--- src/rtl/logic_shift_unit_pkg.sv ---
// Shared types for the logic/shift unit: operation encoding and FSM states.
package logic_shift_unit_pkg;

   typedef enum logic [2:0] {
      OpAnd  = 3'b000,
      OpOr   = 3'b001,
      OpXor  = 3'b010,
      OpShr  = 3'b011,
      OpShl  = 3'b100,
      OpRotr = 3'b101,
      OpRotl = 3'b110,
      OpClr  = 3'b111
   } op_e;

   typedef enum logic [1:0] {
      StIdle  = 2'b00,
      StShift = 2'b01,
      StDone  = 2'b10
   } lsu_state_e;

   function automatic logic is_shift(input op_e op);
      return (op == OpShr) || (op == OpShl) || (op == OpRotr) || (op == OpRotl);
   endfunction

endpackage

--- src/rtl/logic_shift_unit_shift_step.sv ---
// One-bit shift/rotate step; bit_out is the bit that leaves the word.
module shift_step
   import logic_shift_unit_pkg::*;
#(
   parameter int unsigned N = 8
) (
   input  logic [N-1:0] data,
   input  op_e          op,
   output logic [N-1:0] data_next,
   output logic         bit_out
);

   always_comb begin
      data_next = data;
      bit_out   = 1'b0;
      case (op)
         OpShr: begin
            data_next = {1'b0, data[N-1:1]};
            bit_out   = data[0];
         end
         OpShl: begin
            data_next = {data[N-2:0], 1'b0};
            bit_out   = data[N-1];
         end
         OpRotr: begin
            data_next = {data[0], data[N-1:1]};
            bit_out   = data[0];
         end
         OpRotl: begin
            data_next = {data[N-2:0], data[N-1]};
            bit_out   = data[N-1];
         end
         default: begin
            data_next = data;
            bit_out   = 1'b0;
         end
      endcase
   end

endmodule

--- src/rtl/logic_shift_unit.sv ---
// Handshaked logic/shift unit: bitwise ops finish in one edge, shifts step one bit per cycle.
module logic_shift_unit
   import logic_shift_unit_pkg::*;
#(
   parameter int unsigned N  = 8,
   localparam int unsigned SW = $clog2(N)
) (
   input  logic         clk,
   input  logic         rst,
   input  logic         in_valid,
   output logic         in_ready,
   input  logic [N-1:0] A,
   input  logic [N-1:0] B,
   input  logic [2:0]   op,
   output logic         out_valid,
   input  logic         out_ready,
   output logic [N-1:0] result,
   output logic         zero,
   output logic         neg,
   output logic         carry
);

   lsu_state_e    r_state;
   lsu_state_e    w_state_next;
   logic [N-1:0]  r_work;
   logic [SW-1:0] r_cnt;
   op_e           r_op;
   logic [N-1:0]  r_result;
   logic          r_zero;
   logic          r_neg;
   logic          r_carry;

   op_e           w_op_in;
   logic [SW-1:0] w_amt;
   logic          w_accept;
   logic          w_start_shift;
   logic          w_load;
   logic [N-1:0]  w_load_val;
   logic          w_load_carry;
   logic [N-1:0]  w_step_data;
   logic          w_step_bit;

   assign w_op_in       = op_e'(op);
   assign w_amt         = B[SW-1:0];
   assign w_accept      = in_valid && (r_state == StIdle);
   assign w_start_shift = is_shift(w_op_in) && (w_amt != '0);

   shift_step #(
      .N (N)
   ) u_shift_step (
      .data      (r_work),
      .op        (r_op),
      .data_next (w_step_data),
      .bit_out   (w_step_bit)
   );

   always_comb begin
      w_state_next = r_state;
      w_load       = 1'b0;
      w_load_val   = r_result;
      w_load_carry = 1'b0;
      case (r_state)
         StIdle: begin
            if (in_valid) begin
               if (w_start_shift) begin
                  w_state_next = StShift;
               end else begin
                  w_state_next = StDone;
                  w_load       = 1'b1;
                  case (w_op_in)
                     OpAnd:   w_load_val = A & B;
                     OpOr:    w_load_val = A | B;
                     OpXor:   w_load_val = A ^ B;
                     OpClr:   w_load_val = '0;
                     default: w_load_val = A;  // shift/rotate by zero
                  endcase
               end
            end
         end
         StShift: begin
            // Final step: the shifted word goes straight into the output registers.
            if (r_cnt == SW'(1)) begin
               w_state_next = StDone;
               w_load       = 1'b1;
               w_load_val   = w_step_data;
               w_load_carry = w_step_bit;
            end
         end
         StDone: begin
            if (out_ready) w_state_next = StIdle;
         end
         default: w_state_next = StIdle;
      endcase
   end

   always_ff @(posedge clk or posedge rst) begin
      if (rst) begin
         r_state  <= StIdle;
         r_work   <= '0;
         r_cnt    <= '0;
         r_op     <= OpAnd;
         r_result <= '0;
         r_zero   <= 1'b1;
         r_neg    <= 1'b0;
         r_carry  <= 1'b0;
      end else begin
         r_state <= w_state_next;
         if (w_accept) begin
            r_work <= A;
            r_op   <= w_op_in;
            r_cnt  <= w_start_shift ? w_amt : '0;
         end else if (r_state == StShift) begin
            r_work <= w_step_data;
            r_cnt  <= r_cnt - SW'(1);
         end
         if (w_load) begin
            r_result <= w_load_val;
            r_zero   <= (w_load_val == '0);
            r_neg    <= w_load_val[N-1];
            r_carry  <= w_load_carry;
         end
      end
   end

   assign in_ready  = (r_state == StIdle);
   assign out_valid = (r_state == StDone);
   assign result    = r_result;
   assign zero      = r_zero;
   assign neg       = r_neg;
   assign carry     = r_carry;

endmodule

--- config.mk ---
export PLATFORM = sky130hd
export DESIGN_NAME = logic_shift_unit
export DESIGN_NICKNAME = d
export VERILOG_FILES = /design/src/rtl/logic_shift_unit_pkg.sv /design/src/rtl/logic_shift_unit_shift_step.sv /design/src/rtl/logic_shift_unit.sv
export SDC_FILE = /design/constraint.sdc
export NUM_CORES = 1
export LEC_CHECK = 0
export BUFFER_PORTS_ARGS = -buffer_cell sky130_fd_sc_hd__buf_4
export CORE_ASPECT_RATIO = 0.8
export CORE_UTILIZATION = 45
export CTS_CLUSTER_SIZE = 16
export DETAILED_ROUTE_END_ITERATION = 6
export GPL_TIMING_DRIVEN = 0
export PLACE_DENSITY_LB_ADDON = 0.12
export SLEW_MARGIN = 20
export SYNTH_ARGS = -nofsm -noshare
export SYNTH_HDL_FRONTEND = slang
export SYNTH_SLANG_ARGS = --single-unit
--- constraint.sdc ---
create_clock -name clk -period 1.9 [get_ports clk]
set_input_delay 0.19 -clock clk [delete_from_list [all_inputs] [get_ports clk]]
set_output_delay 0.19 -clock clk [all_outputs]
set_load 0.01 [all_outputs]
==> results.md <==
* WL final at 6987 µm
* Placed cell area at 2818 µm²
* Synth Cell Area at 2492 µm²
* Final hold vios at 25
* GRT Resource Usage Total at 25.11%
* Combinational Power Share at 62.9%
* Area contributors post-synth: dfrtp_1 25%, ha_1 9.0%, nand2_1 5.4%, o21ai_0 4.2%, inv_1 4.1%
* Syn nets at 348
* Fraction of registers with async set/reset at 100.0%
* Total number of yosys warnings at 0
* Setup violators final at 1
* Vias in the first global route at 2129
* Most frequent cells in the layout: 44 x buf_4, 35 x nand2_1, 26 x inv_1, 23 x dfrtp_1, 19 x o21ai_0
* CTS sink cnt at 26
* Drt drc at 0
* Cell Int Power at 2.334 mW
* Die Height at 68.57 µm
* Final instance area at 3005 µm²
* Peak Freq at 510.3 MHz
* Initial antenna violation count at 0
* Hold WC Path Type: in -> async
* Final Cycle Share at 103.1%
* CP max stage delay at 0.43 ns
* Total CTS buffers at 3
* Hpwl dp at 5288 µm
* Nets at 391
* Routability cong. at 0.8877
* Status: finished with violations
* Post-Syn Instances at 307
* DR vias at 2435
* Failing checks: hold timing, setup timing
* # rows at 23
* Commonest non-fill, non-tap cell in the layout: buf_4
* Crit Path Max Fanout at 10
* Clock Skew at 0.009582 ns
* Mean area per synthesized cell at 8.119 µm²
* Net switching power figure at 1.905 mW
* Clk buf depth at 2
* RSZ-0062 raised after global routing: yes
* Top cell type by total area after synthesis: dfrtp_1
* Least-Margin Pin Slew at 0.5842 ns
* Max Cap Viol at 0
* Synth Register Bits at 26
* Peak supply drop at 887.0 µV
* Static Leak at 1.378 nW
* CP startpoint kind: flip-flop
* Final hold slack at -0.04033 ns
* Sequential cell area fraction in the yosys report at 26.15%
* Worst skew pair latency at 0.29 ns
* Top cell type's share of synthesized area at 25.10%
* DIE WIDTH at 85.21 µm
* Drt via density at 5.925
* Main flop type after synthesis: dfrtp_1
* Critical path, cell by cell: buf_6 > mux2_2 > o21ai_1 > a21oi_1 > a221o_1 > a211oi_2 > a22o_1
* Part of the power in registers at 25.8%
* Routed len/inst at 17.00 µm
* TritonCTS clock tree: built
* Crit path time final at 1.960 ns
* Share of layout cells above drive strength 1 at 25.50%
* First-pass GRT wire length at 11210 µm
* WS Path Type: reg -> reg
* Area Growth Syn to Fin at 20.58%
* Synth cell types at 65
* I/O pin cnt at 36
* Worst slew margin at 61.00%
* Die area at 5842 µm²
* CORE AREA at 5180 µm²
* GRT overflow at 0
* Number of synthesized flops with an enable pin at 0
* Power Dens Cells at 1411 nW/µm²
* Largest net degree at the start of global routing at 27
* Clk pwr share at 11.3%
* Switch share at 44.94%
* Total chip power at 4.239 mW
* Initial Util at 48.12%
* Setup crit end kind: flip-flop
* Crit-path slowest cell: dfrtp_1
* Drt pass-1 iters at 4
* Starting DRT DRC Count at 204
* Clock slew at reported path FFs at 0.10 ns
* Worst Path Required at 2.14 ns
* ANT nets after route at 0
* CP arrival at 2.20 ns
* I/O Buffers at 33
* CTS root buffer: clkbuf_8
* Setup slack after layout at -0.05966 ns
* H-tree depth at 1
* ANT cells at 0
* Slew Limit Fails at 0
[per-stage QoR]
step	worst slack [ns]	instances	TNS (ns)	utilization [%]
final	-0.05966	411	-0.05966	58.02
after global placement	-0.2016	402	-0.2789	54.40
after global routing	-0.1763	411	-0.2001	58.02
after floorplan	0.1097	307	0	-
after detailed placement	-0.2366	402	-0.2893	54.40
after CTS	-0.05886	408	-0.05886	56.62
[synthesized netlist by cell type (all sizes together), types with 4 or more instances]
cell    instances
a21oi          14
dfrtp          25
maj3            5
ha             18
mux2            4
nand3           9
clkbuf          5
nand2b          8
o211ai          7
nand2          37
inv            28
nor2b          10
a31oi           6
o22ai           5
buf            17
o21ai          23
nor2           16
a22oi           9
[layer usage]
layer  track usage, %  share of wire, %
met5                0                 0
met3            3.333               5.9
met2            38.91                44
met1            38.22                50
met4            3.390              0.76
[sequential cells by signal, indices dropped and copies added (netlist names)]
| register | cells |
|---|---|
| result | 8 |
| zero | 1 |
| r_state | 2 |
| carry | 1 |
| r_op | 3 |
| r_work | 8 |
| r_cnt | 3 |
[cells by family after synthesis]
family | Yosys count | synth area share, %
xor+xnor | 3 | 1.054
flops | 26 | 26.15
fa+ha+maj | 23 | 11.09
mux | 9 | 4.819
simple gates | 100 | 20.43
compound gates | 96 | 26.91
buf+inv | 50 | 9.538
[path summary, 6_finish.rpt]
| kind | from | to | slack [ns] | depth (start not counted) |
|---|---|---|---|---|
| setup / recovery | r_op[1] | zero | -0.06 | 7 |
| hold / removal | rst | r_op[0] | -0.04 | 2 |
| setup reg to reg | r_op[1] | zero | -0.06 | 7 |
| hold reg to reg | result[0] | result[0] | 0.50 | 1 |
| max in group asynchronous | rst | r_work[4] | 1.52 | 2 |
| min in group clk | out_ready | r_state[1] | 0.07 | 2 |
[layout make-up]
class	instances	area, µm²
Tap cell	62	77.57
Clock buffer	3	41.29
Fill cell	487	2175
Multi-Input combinational cell	231	1649
Inverter	28	105.1
Buffer	21	155.1
Sequential cell	26	654.4
Clock inverter	1	30.03
Timing Repair Buffer	39	292.8
[power groups by stage]
stage               clock network (mW)  registers (mW)  logic (mW)
CTS                              0.478            1.08        2.45
detailed placement                   0            1.09        2.31
finish                           0.478            1.09        2.67
floorplan                            0            1.06        1.61
global placement                     0            1.09        2.29
global route                     0.501            1.14        2.92
[worst max-delay path: cells and delay by family, from the launching register on]
family                 cells  cell delay [ns]
AOI/OAI and AO/OA          5             0.96
muxes                      1             0.33
buffers and inverters      1             0.17
DFF                        1             0.43
[timing repair]
item	CTS	global route
buffers inserted	2	5
pin swaps	1	4
hold buffers	0	0
resized for setup	9	18
endpoints found under the setup margin	3	10
(Power assumes the default switching activity.)
